[src/rtl/action_pkg.sv]
// -----------------------------------------------------------------------------
// action_pkg
// Shared definitions for the action dispatch slice: action code values, the
// action code width and the dispatcher FSM state encoding.
// No ports (package).
// -----------------------------------------------------------------------------
package action_pkg;

    localparam int NUM_ACTIONS = 5;
    localparam int ACT_W       = 3;

    localparam logic [ACT_W-1:0] ACT_KICK  = 3'd0;
    localparam logic [ACT_W-1:0] ACT_PUNCH = 3'd1;
    localparam logic [ACT_W-1:0] ACT_LEFT  = 3'd2;
    localparam logic [ACT_W-1:0] ACT_RIGHT = 3'd3;
    localparam logic [ACT_W-1:0] ACT_WAIT  = 3'd4;

    typedef enum logic [1:0] {
        IDLE,
        PRESENT,
        COOLDOWN
    } state_e;

endpackage

[src/rtl/action_fifo.sv]
// -----------------------------------------------------------------------------
// action_fifo
// Synchronous FIFO holding queued action codes. A push while full is still
// accepted when a pop happens on the same edge (the freed slot is reused).
// Ports:
//   clk, rst_n     clock, asynchronous active-low reset
//   push, push_data  write request and data
//   pop            read request (ignored when empty)
//   head           entry at the read pointer
//   head_next      entry one past the read pointer (head after a pop)
//   count          entries held
//   full, empty    status from the registered count
//   push_ok        push request accepted this edge
// -----------------------------------------------------------------------------
module action_fifo
    import action_pkg::*;
#(
    parameter int DEPTH = 4,
    parameter int WIDTH = ACT_W
) (
    input  logic                   clk,
    input  logic                   rst_n,
    input  logic                   push,
    input  logic [WIDTH-1:0]       push_data,
    input  logic                   pop,
    output logic [WIDTH-1:0]       head,
    output logic [WIDTH-1:0]       head_next,
    output logic [$clog2(DEPTH):0] count,
    output logic                   full,
    output logic                   empty,
    output logic                   push_ok
);

    localparam int PTR_W = $clog2(DEPTH);
    localparam int CNT_W = PTR_W + 1;

    logic [WIDTH-1:0] mem [DEPTH];
    logic [PTR_W-1:0] wr_ptr;
    logic [PTR_W-1:0] rd_ptr;
    logic             pop_ok;

    assign full      = (count == CNT_W'(DEPTH));
    assign empty     = (count == '0);
    assign pop_ok    = pop && !empty;
    assign push_ok   = push && (!full || pop_ok);
    assign head      = mem[rd_ptr];
    assign head_next = mem[rd_ptr + PTR_W'(1)];

    // Storage needs no reset; stale entries are never presented because
    // the count gates everything downstream.
    always_ff @(posedge clk) begin
        if (push_ok) begin
            mem[wr_ptr] <= push_data;
        end
    end

    // Pointers wrap naturally since DEPTH is a power of two.
    always_ff @(posedge clk or negedge rst_n) begin
        if (!rst_n) begin
            wr_ptr <= '0;
            rd_ptr <= '0;
            count  <= '0;
        end else begin
            if (push_ok) begin
                wr_ptr <= wr_ptr + PTR_W'(1);
            end
            if (pop_ok) begin
                rd_ptr <= rd_ptr + PTR_W'(1);
            end
            case ({push_ok, pop_ok})
                2'b10:   count <= count + CNT_W'(1);
                2'b01:   count <= count - CNT_W'(1);
                default: count <= count;
            endcase
        end
    end

endmodule

[src/rtl/action_dispatch.sv]
// -----------------------------------------------------------------------------
// action_dispatch
// Turns one-hot purchase grant pulses into queued action codes and hands them
// to the game engine over a valid/ready handshake, with a programmable idle
// gap (COOLDOWN cycles) after each dispatch.
// Optional feature macro: ACTION_DISPATCH_STATS_EN adds saturating
// stat_dispatched / stat_dropped counters.
// Ports:
//   clk, rst_n        clock, asynchronous active-low reset
//   grant_onehot      purchase pulse, bit i = action code i
//   act_valid/act_code/act_ready  engine handshake (registered outputs)
//   fifo_count, full, empty       queue status
//   err_overflow      pulse: valid grant dropped because queue full
//   err_multihot      pulse: grant had more than one bit set
//   stat_dispatched, stat_dropped (only with ACTION_DISPATCH_STATS_EN)
// -----------------------------------------------------------------------------
module action_dispatch #(
    parameter int DEPTH    = 4,
    parameter int COOLDOWN = 3
) (
    input  logic                         clk,
    input  logic                         rst_n,
    input  logic [4:0]                   grant_onehot,
    output logic                         act_valid,
    output logic [action_pkg::ACT_W-1:0] act_code,
    input  logic                         act_ready,
    output logic [$clog2(DEPTH):0]       fifo_count,
    output logic                         full,
    output logic                         empty,
    output logic                         err_overflow,
    output logic                         err_multihot
`ifdef ACTION_DISPATCH_STATS_EN
    ,
    output logic [15:0]                  stat_dispatched,
    output logic [7:0]                   stat_dropped
`endif
);

    import action_pkg::*;

    localparam int         CNT_W   = $clog2(DEPTH) + 1;
    localparam logic [7:0] CD_LOAD = (COOLDOWN > 0) ? 8'(COOLDOWN - 1) : 8'd0;

    action_pkg::state_e state, state_n;

    logic             multihot;
    logic             single;
    logic [ACT_W-1:0] push_code;
    logic             push_ok;
    logic             pop;
    logic [ACT_W-1:0] head;
    logic [ACT_W-1:0] head_next;
    logic             post_pop_nonempty;
    logic             act_valid_n;
    logic [ACT_W-1:0] act_code_n;
    logic [7:0]       cd_cnt, cd_cnt_n;

    // A grant is one-hot exactly when clearing its lowest set bit leaves zero.
    assign multihot = ((grant_onehot & (grant_onehot - 5'd1)) != 5'd0);
    assign single   = (grant_onehot != 5'd0) && !multihot;
    assign pop      = act_valid && act_ready;

    always_comb begin
        push_code = '0;
        for (int i = 0; i < NUM_ACTIONS; i++) begin
            if (grant_onehot[i]) begin
                push_code = ACT_W'(i);
            end
        end
    end

    action_fifo #(
        .DEPTH (DEPTH),
        .WIDTH (ACT_W)
    ) u_fifo (
        .clk       (clk),
        .rst_n     (rst_n),
        .push      (single),
        .push_data (push_code),
        .pop       (pop),
        .head      (head),
        .head_next (head_next),
        .count     (fifo_count),
        .full      (full),
        .empty     (empty),
        .push_ok   (push_ok)
    );

    assign post_pop_nonempty = (fifo_count > CNT_W'(1)) || push_ok;

    // State register; act_valid/act_code/cd_cnt are registered alongside it.
    always_ff @(posedge clk or negedge rst_n) begin
        if (!rst_n) begin
            state     <= action_pkg::IDLE;
            act_valid <= 1'b0;
            act_code  <= '0;
            cd_cnt    <= 8'd0;
        end else begin
            state     <= state_n;
            act_valid <= act_valid_n;
            act_code  <= act_code_n;
            cd_cnt    <= cd_cnt_n;
        end
    end

    // Next-state logic.
    always_comb begin
        state_n = state;
        case (state)
            action_pkg::IDLE: begin
                if (!empty) begin
                    state_n = action_pkg::PRESENT;
                end
            end
            action_pkg::PRESENT: begin
                if (pop) begin
                    if (COOLDOWN > 0) begin
                        state_n = action_pkg::COOLDOWN;
                    end else if (post_pop_nonempty) begin
                        state_n = action_pkg::PRESENT;
                    end else begin
                        state_n = action_pkg::IDLE;
                    end
                end
            end
            action_pkg::COOLDOWN: begin
                if (cd_cnt == 8'd0) begin
                    state_n = empty ? action_pkg::IDLE : action_pkg::PRESENT;
                end
            end
            default: state_n = action_pkg::IDLE;
        endcase
    end

    // Next values of the registered outputs. On a back-to-back pop the new
    // head is the second FIFO entry, or the word being pushed on this same
    // edge when the FIFO held only the popped entry.
    always_comb begin
        act_valid_n = (state_n == action_pkg::PRESENT);
        act_code_n  = '0;
        cd_cnt_n    = cd_cnt;
        if (state_n == action_pkg::PRESENT) begin
            if (pop) begin
                act_code_n = (fifo_count > CNT_W'(1)) ? head_next : push_code;
            end else begin
                act_code_n = head;
            end
        end
        if (state == action_pkg::PRESENT && pop && COOLDOWN > 0) begin
            cd_cnt_n = CD_LOAD;
        end else if (state == action_pkg::COOLDOWN && cd_cnt != 8'd0) begin
            cd_cnt_n = cd_cnt - 8'd1;
        end
    end

    // Error pulses appear in the cycle after the offending edge.
    always_ff @(posedge clk or negedge rst_n) begin
        if (!rst_n) begin
            err_overflow <= 1'b0;
            err_multihot <= 1'b0;
        end else begin
            err_overflow <= single && !push_ok;
            err_multihot <= multihot;
        end
    end

`ifdef ACTION_DISPATCH_STATS_EN
    logic [1:0] drop_inc;
    logic [8:0] drop_sum;

    assign drop_inc = {1'b0, single && !push_ok} + {1'b0, multihot};
    assign drop_sum = {1'b0, stat_dropped} + 9'(drop_inc);

    // Both counters saturate instead of wrapping.
    always_ff @(posedge clk or negedge rst_n) begin
        if (!rst_n) begin
            stat_dispatched <= 16'd0;
            stat_dropped    <= 8'd0;
        end else begin
            if (pop && stat_dispatched != 16'hFFFF) begin
                stat_dispatched <= stat_dispatched + 16'd1;
            end
            stat_dropped <= drop_sum[8] ? 8'hFF : drop_sum[7:0];
        end
    end
`endif

endmodule

[config.mk]
export PLATFORM = sky130hd
export DESIGN_NAME = action_dispatch
export DESIGN_NICKNAME = d
export VERILOG_FILES = /design/src/rtl/action_pkg.sv /design/src/rtl/action_fifo.sv /design/src/rtl/action_dispatch.sv
export SDC_FILE = /design/constraint.sdc
export NUM_CORES = 1
export LEC_CHECK = 0
export CAP_MARGIN = 30
export CORE_AREA = 2 2 83 101
export DETAILED_ROUTE_END_ITERATION = 7
export DIE_AREA = 0 0 85 103
export MAX_ROUTING_LAYER = met4
export SLEW_MARGIN = 20
export SYNTH_ARGS = -nofsm -noshare
export SYNTH_HDL_FRONTEND = slang
export SYNTH_SLANG_ARGS = --single-unit
[constraint.sdc]
create_clock -name clk -period 5.7 [get_ports clk]
set_input_delay 1.71 -clock clk [delete_from_list [all_inputs] [get_ports clk]]
set_output_delay 1.71 -clock clk [all_outputs]
set_load 0.05 [all_outputs]
-- Word level (Yosys, flattened, before mapping)
Memories as Yosys holds them, arrays and structs flattened.
Index checks and enable logic that the tools add are counted.
- register bits: 23
- bits in writable memories: 12
- input bits: 8
- output and inout port bits: 11
- logic and storage cells: 61
- memories kept: 1
- memory list (name ; words ; bits a word ; rd ports ; clocked after Yosys merged registers in ; wr ports ; line ; RTL):
    u_fifo.mem ; 4 ; 3 ; 2 ; 0 ; 1 ; action_fifo.sv:37 ; logic [WIDTH-1:0] mem [DEPTH];
- add/sub/neg operators: 6
- order comparisons: 1
- eq/ne operators: 6
- muxes and demuxes: 17
- bitwise operators: 1
- reduce and logical (&&, ||, !) cells: 20
- operators by type and width (kind ; count):
    two-way mux 8 bit ; 2
    two-way mux 3 bit ; 4
    two-way mux 2 bit ; 5
    nonzero test 5 bit ; 2
    logical NOT 8 bit ; 1
    nonzero test 8 bit ; 1
    subtractor 8 x 1 -> 8 bit (second input constant) ; 1
    logical AND 1 bit ; 7
    == test 2 x 1 -> 1 bit (second input constant) ; 3
    one-hot mux 2 bit (3 select lines) ; 1
    one-hot mux 3 bit (2 select lines) ; 1
    AND 5 bit ; 1
    subtractor 5 x 1 -> 5 bit (second input constant) ; 1
    adder 2 x 1 -> 2 bit (second input constant) ; 2
    == test 2 bit (second input constant) ; 2
    logical NOT 1 bit ; 4
    two-way mux 1 bit ; 4
    nonzero test 2 bit ; 2
    adder 3 x 1 -> 3 bit (second input constant) ; 1
    == test 3 bit (second input constant) ; 1
    greater-than comparator 3 x 1 -> 1 bit (second input constant) ; 1
    logical NOT 3 bit ; 1
    subtractor 3 x 1 -> 3 bit (second input constant) ; 1
    logical NOT 2 bit ; 1
    logical OR 1 bit ; 1

-- Logic depth before layout (Yosys ltp)
Gate-level depths: netlist of the first run.
- word-level depth: 8
- gate-level depth with buffers: 10
- gate-level depth less buffers: 10

-- Modules after synthesis
Synthesis of the first run repeated with hierarchy kept, for this count alone.
- cell total of the unflattened synthesis: 163
- area total of the unflattened synthesis: 1904.3 um^2
- by module, submodules not included (module ; times used ; cells each ; area an instance (um^2) ; sequential area each (um^2)):
    action_fifo ; 1 ; 67 ; 1014.7 ; 535.5
    action_dispatch ; 1 ; 96 ; 889.6 ; 400.4

-- Worst setup path before layout of the first run
OpenSTA, ideal clock, no wires.
- path kind: input to register
- from: input grant_onehot[4]
- to: register u_fifo.count[2]
- setup time: 0.146 ns
- arrival: 3.413 ns
- required time: 5.554 ns
- setup slack: 2.142 ns
- cell stages on the path: 9
- path buffers: 1
- cells stage by stage: buf_6 -> or3_4 -> maj3_2 -> nor3b_4 -> inv_1 -> ha_1 -> mux2i_1 -> nor2_1 -> xor2_1
- word-level cells in the longest chain between the ends: 8
- ends and longest elaborated chain (item ; line ; RTL):
    from (decl) ; action_dispatch.sv:23 ; input logic [4:0] grant_onehot,
    subtractor 5 x 1 -> 5 bit ; action_dispatch.sv:59 ; assign multihot = ((grant_onehot & (grant_onehot - 5'd1)) != 5'd0);
    AND 5 bit ; action_dispatch.sv:59 ;
    nonzero test 5 bit ; action_dispatch.sv:59 ;
    logical NOT 1 bit ; action_dispatch.sv:60 ; assign single = (grant_onehot != 5'd0) && !multihot;
    logical AND 1 bit (*) ; action_dispatch.sv:60 ;
    logical AND 1 bit (*) ; action_fifo.sv:45 ; assign push_ok = push && (!full || pop_ok);
    == test 2 x 1 -> 1 bit or == test 2 bit (tied branches) ; action_fifo.sv:70 ; case ({push_ok, pop_ok})
    one-hot mux 3 bit (2 select lines) or nonzero test 2 bit (tied branches) ; -- ;
    to (signal assigned) ; action_fifo.sv:71 ; 2'b10: count <= count + CNT_W'(1);
    to (signal assigned) ; action_fifo.sv:72 ; 2'b01: count <= count - CNT_W'(1);
    to (signal assigned) ; action_fifo.sv:73 ; default: count <= count;
    to (decl) ; action_fifo.sv:28 ; output logic [$clog2(DEPTH):0] count,
Mark *: on every way between the ends. The rest lies on a longest branch, timed or not.
A chain may end at the register's enable or synchronous reset.

-- Final worst setup path of the first run
Ends and elaborated chain as after synthesis.

==> impl_metrics.json, run 1 <==
{
  "status": "completed",
  "routed_wirelength_mm": 3.294,
  "rsz0062_at_grt": "false",
  "avgSynthCellArea_um2": 12.16,
  "ctsHoldBuffers": 0,
  "avgViaCountPerCell": 4.344,
  "cts_setup_buffers": 0,
  "initial_utilization_pct": 23.90,
  "p_leak_nw": 0.9141,
  "worstPathRequired_ps": 5920,
  "gr-total-overflow": 0,
  "layout_setup_ws_ps": 1762,
  "setup_viol": 0,
  "crit_start": "grant_onehot[4]",
  "grt_max_degree": 15,
  "tns_ps": 0,
  "placedCellCount": 265,
  "powerDensity_nw_per_um2": 531.7,
  "antenna-diode-count": 0,
  "skew_ps": 13.09,
  "crit_arrival_ps": 4160,
  "cts.sinks": 35,
  "post_cts_resized": 0,
  "cpPeakStageDelay_ps": 610,
  "core_um2": 7883,
  "vias": 1186,
  "critical_path.cell_chain": "clkdlybuf4s50_1 > or3_4 > maj3_2 > nor3b_4 > inv_1 > ha_1 > nor2_1 > xor2_1",
  "drc": 0,
  "slew_violations": 0,
  "synthToLayoutAreaGrowth_pct": 21.71,
  "dieWidth_um": 85,
  "antenna_left": 0,
  "pin_count": 19,
  "synthCells": 155,
  "endpoint": "u_fifo.count[2]",
  "fin_cells": 273,
  "crit_slowest_cell": "clkdlybuf4s50_1",
  "timing.rr.start": "u_fifo.count[0]",
  "finalHoldViolations": 0,
  "ys.flop_type": "dfrtp_1",
  "grt_pass1_wl_mm": 5.637,
  "clk_latency_ps": 290,
  "antenna_found_initial": 0,
  "die_h_um": 103,
  "crit_type": "input pin to flip-flop",
  "rr_endpoint": "u_fifo.count[2]",
  "htreeDepth": 2,
  "cts_buffer_depth": 2,
  "r2r_slack_ps": 3510,
  "crit_family": "simple AND/OR/NAND/NOR gates",
  "ff2ff_path_depth": 9,
  "worst_slew_pin_slew_ps": 566.2,
  "final_common_cell": "dfrtp_1",
  "gp_congestion": 0.7852,
  "cts_tree": "yes",
  "drive_gt1_share_pct": 16.29,
  "min_period_ps": 3938,
  "synthDistinctLibCells": 39,
  "worstPathMaxFanout": 11,
  "grtUsageTotal_pct": 8.625,
  "cp.depth": 8,
  "cap_violations": 0,
  "cts_made_buffers": 5,
  "relSlewSlack_pct": 62.03,
  "dp_slack_ps": 1426,
  "first_iter_violations": 29,
  "yosys_warnings": 0,
  "hp-class": "flip-flop to flip-flop",
  "synthArstFlopShare_pct": 65.71,
  "clk_pin_slew_ps": 80,
  "critPathCaptureType": "flip-flop",
  "fmax_mhz": 253.9,
  "vdd_drop_max_mv": 0.1640,
  "io_buffer_count": 18,
  "syn_area_um2": 1884,
  "synth_edf_count": 12,
  "finalNetCount": 196,
  "ys_seq_area_share_pct": 49.67,
  "dp_hpwl_mm": 2.646,
  "ys_seq_elements": 35,
  "design.die.area_um2": 8755,
  "firstDrtPassIters": 4,
  "routedWlPerCell_um": 12.07,
  "num_rows": 36,
  "critPathLaunchType": "input pin",
  "grt_pass1_vias": 1180,
  "synth_nets": 174,
  "cts_root_buf": "clkbuf_8",
  "final_cell_mix": "dfrtp_1 (23), nor2_1 (19), clkdlybuf4s50_1 (18)",
  "worstPathBufferInverterCount": 2,
  "post-route-period-util_pct": 69.09
}
[final cells by class]
cell class              instances  area, um^2
fillers                       792        5589
flip-flops and latches         35       935.9
multi-input cells             106       888.4
repair buffers                 19       195.2
well taps                      95       118.9
clock buffers                   6       82.58
inverters                      10       37.54
clock inverters                 2       35.03
[kinds of logic after synthesis]
kind of cell               after synthesis  share of synthesized area (%)
xor gates and xnor gates                 9                          4.184
and+or+nand+nor                         54                          15.67
buffers and inverters                   14                          3.187
muxes                                   14                          11.69
adders and majority gates               13                          8.433
DFF                                     35                          49.67
AOI/OAI and AO/OA                       16                          7.171
[cells in the mapped netlist (all sizes together), types with 4 or more instances]
cell / n / share of area, %
inv: 10 / 2.0
nand2: 8 / 1.6
and2: 6 / 2.3
mux2i: 7 / 3.7
xnor2: 6 / 2.8
nor2: 19 / 3.8
nor3: 6 / 1.6
edfxtp: 12 / 19
dfrtp: 23 / 31
a211oi: 4 / 1.6
mux4: 6 / 7.2
ha: 11 / 7.3
[where the power goes]
group / internal, mW / total (mW) / switching, mW
logic: 0.247 / 0.556 / 0.309
clock network: 0.141 / 0.228 / 0.0870
registers: 0.345 / 0.435 / 0.0897
total: 0.734 / 1.22 / 0.486
[registers in the layout, summed over array words and instances (netlist names)]
signal         count
err_overflow       1
err_multihot       1
u_fifo.count       3
cd_cnt             8
act_valid          1
act_code           3
u_fifo.wr_ptr      2
u_fifo.mem        12
state              2
u_fifo.rd_ptr      2
[metrics by stage]
stage                     instance area, um^2  utilization (%)  hold slack (ps)  total power [mW]
after floorplan                          1884                -            481.1            0.8548
after global placement                   2161            27.41            512.2            0.9963
after detailed placement                 2176            27.60            523.1             1.008
after CTS                                2293            29.10            538.0             1.243
after global routing                     2293            29.10            567.4             1.318
final                                    2293            29.10            534.0             1.219
[worst register-to-register path, stage by stage, from the launching register on]
cell and delay [ps]:
dfrtp_1 470, inv_1 100, ha_1 210, and2_1 170
nand2_1 110, nor3b_4 330, inv_1 80, ha_1 350
nor2_1 140, xor2_1 150
[metal layers]
layer,share of wire [%],global-route usage (%)
met5,0,-
met4,1.9,3.663
met3,4.0,2.802
met2,52,14.66
met1,42,9.268
[how the worst min path moves through the flow]
stage / end / slack, ps / cells past startpoint / from
3_5_place_dp: cd_cnt[1] / 520 / 2 / cd_cnt[1]
5_1_grt: cd_cnt[3] / 570 / 1 / cd_cnt[3]
6_report: cd_cnt[3] / 530 / 1 / cd_cnt[3]
2_1_floorplan: cd_cnt[1] / 480 / 2 / cd_cnt[1]
3_3_place_gp: cd_cnt[1] / 510 / 2 / cd_cnt[1]
4_1_cts: cd_cnt[3] / 540 / 1 / cd_cnt[3]
Note: power is estimated with default switching activity, not from simulation.
==> run 2, diff against run 1 <==
- clock period: 5.7 -> 3.9 ns (I/O delays scaled with it)
==> run 2 against run 1 <==
  * Via count increased by 1.1%
  * Die area unchanged
  * Combinational power increased by 47%
  * Sequential power increased by 46%
  * Flip-flop and latch count unchanged
  * Highest routed layer unchanged
==> impl_metrics.json, run 2 (synthesized netlist as in run 1, its figures left out) <==
{
  "critPathCaptureType": "output pin",
  "cts_made_buffers": 5,
  "skew_ps": 10.78,
  "post-route-period-util_pct": 85.86,
  "worstPathMaxFanout": 6,
  "hp-class": "flip-flop to flip-flop",
  "post_cts_resized": 0,
  "finalHoldViolations": 0,
  "worst_slew_pin_slew_ps": 572.6,
  "drive_gt1_share_pct": 16.11,
  "clk_latency_ps": 280,
  "antenna_left": 0,
  "vias": 1199,
  "htreeDepth": 2,
  "firstDrtPassIters": 4,
  "num_rows": 36,
  "crit_slowest_cell": "clkdlybuf4s50_1",
  "largest_reg_flops": 12,
  "placed_area_um2": 2183,
  "setup_viol": 0,
  "crit_start": "u_fifo.count[0]",
  "final_util_pct": 28.73,
  "grtUsageTotal_pct": 8.444,
  "clk_pin_slew_ps": 70,
  "filler_cell_count": 785,
  "gr-total-overflow": 0,
  "final_cell_mix": "dfrtp_1 (23), nor2_1 (19), clkdlybuf4s50_1 (18)",
  "slew_violations": 0,
  "regMostFlops": "u_fifo.mem",
  "antenna_found_initial": 0,
  "worstPathRequired_ps": 2730,
  "ff2ff_path_depth": 9,
  "p_leak_nw": 0.9024,
  "design.die.area_um2": 8755,
  "pin_count": 19,
  "synthToLayoutAreaGrowth_pct": 20.19,
  "routed_wirelength_mm": 3.347,
  "first_iter_violations": 42,
  "final_common_cell": "dfrtp_1",
  "dp_hpwl_mm": 2.571,
  "tns_ps": 0,
  "worstHoldStart": "cd_cnt[1]",
  "powerDensity_nw_per_um2": 750.5,
  "grt_pass1_vias": 1191,
  "vdd_drop_max_mv": 0.2380,
  "r2r_slack_ps": 1920,
  "cts_setup_buffers": 0,
  "cts_root_buf": "clkbuf_8",
  "finalNetCount": 198,
  "cts_tree": "yes",
  "avgViaCountPerCell": 4.360,
  "critical_path.cell_chain": "inv_1 > ha_1 > nor2b_1 > clkdlybuf4s50_1",
  "min_period_ps": 3349,
  "placedCellCount": 267,
  "critPathLaunchType": "flip-flop",
  "drc": 0,
  "crit_arrival_ps": 2180,
  "endpoint": "empty",
  "relSlewSlack_pct": 61.60,
  "die_h_um": 103,
  "initial_utilization_pct": 23.90,
  "stdcell_area_um2": 2265,
  "core_um2": 7883,
  "gp_congestion": 0.7679,
  "crit_type": "flip-flop to output pin",
  "fmax_mhz": 298.6,
  "status": "completed",
  "timing.rr.start": "u_fifo.count[0]",
  "io_buffer_count": 18,
  "antenna-diode-count": 0,
  "cts.sinks": 35,
  "rr_endpoint": "u_fifo.count[2]",
  "worst_hold_slack_ps": 521.3,
  "cap_violations": 0,
  "fin_cells": 275,
  "cpPeakStageDelay_ps": 870,
  "rsz0062_at_grt": "false",
  "ctsHoldBuffers": 0,
  "routedWlPerCell_um": 12.17,
  "grt_pass1_wl_mm": 5.575,
  "grt_max_degree": 24,
  "cts_buffer_depth": 2,
  "dieWidth_um": 85,
  "largest_registers": "u_fifo.mem: 12 flops, cd_cnt: 8 flops"
}
-- run 2: cell types whose count changed in the layout (fill, tap and decap cells not counted), sizes merged --
cell	previous run	this run
clkbuf	6	7
bufinv	1	0
buf	1	3
-- run 2: how the worst min path moves through the flow --
| stage | cells past startpoint | endpoint |
|---|---|---|
| after floorplan | 2 | cd_cnt[1] |
| after global placement | 2 | cd_cnt[1] |
| after detailed placement | 2 | cd_cnt[1] |
| after CTS | 2 | cd_cnt[1] |
| after global routing | 1 | u_fifo.count[2] |
| final | 2 | cd_cnt[1] |
-- run 2: power by group --
part	leakage (nW)	switching, mW	internal, mW
combinational	0.465	0.456	0.362
sequential	0.395	0.129	0.505
clock	0.0422	0.123	0.125
-- run 2: cell type report --
type | count | area, um^2 | area share, %
Clock buffer | 7 | 76.32 | 3.370
Clock inverter | 1 | 5.005 | 0.2210
Inverter | 10 | 37.54 | 1.657
Multi-Input combinational cell | 106 | 888.4 | 39.23
Sequential cell | 35 | 935.9 | 41.33
Tap cell | 95 | 118.9 | 5.249
Timing Repair Buffer | 21 | 202.7 | 8.950
-- run 2: metrics by stage --
stage	power, mW	worst slack (ps)
floorplan	1.249	881.7
global placement	1.456	521.5
detailed placement	1.474	484.6
global route	1.834	421.0
finish	1.700	551.3
CTS	1.727	484.8
-- run 2: routing by layer --
layer	track usage, %	vias up	share of wire, %
li1	-	594	-
met1	9.150	581	44
met2	14.72	19	51
met3	2.322	5	3.6
met4	3.297	0	1.3
met5	-	-	0
-- run 2: critical path: cells and delay by family (launching register included) --
family,cells,cell delay (ps)
buffers and inverters,2,980
flip-flops,1,450
AND/OR/NAND/NOR,1,310
adder cells (fa/ha/maj),1,150
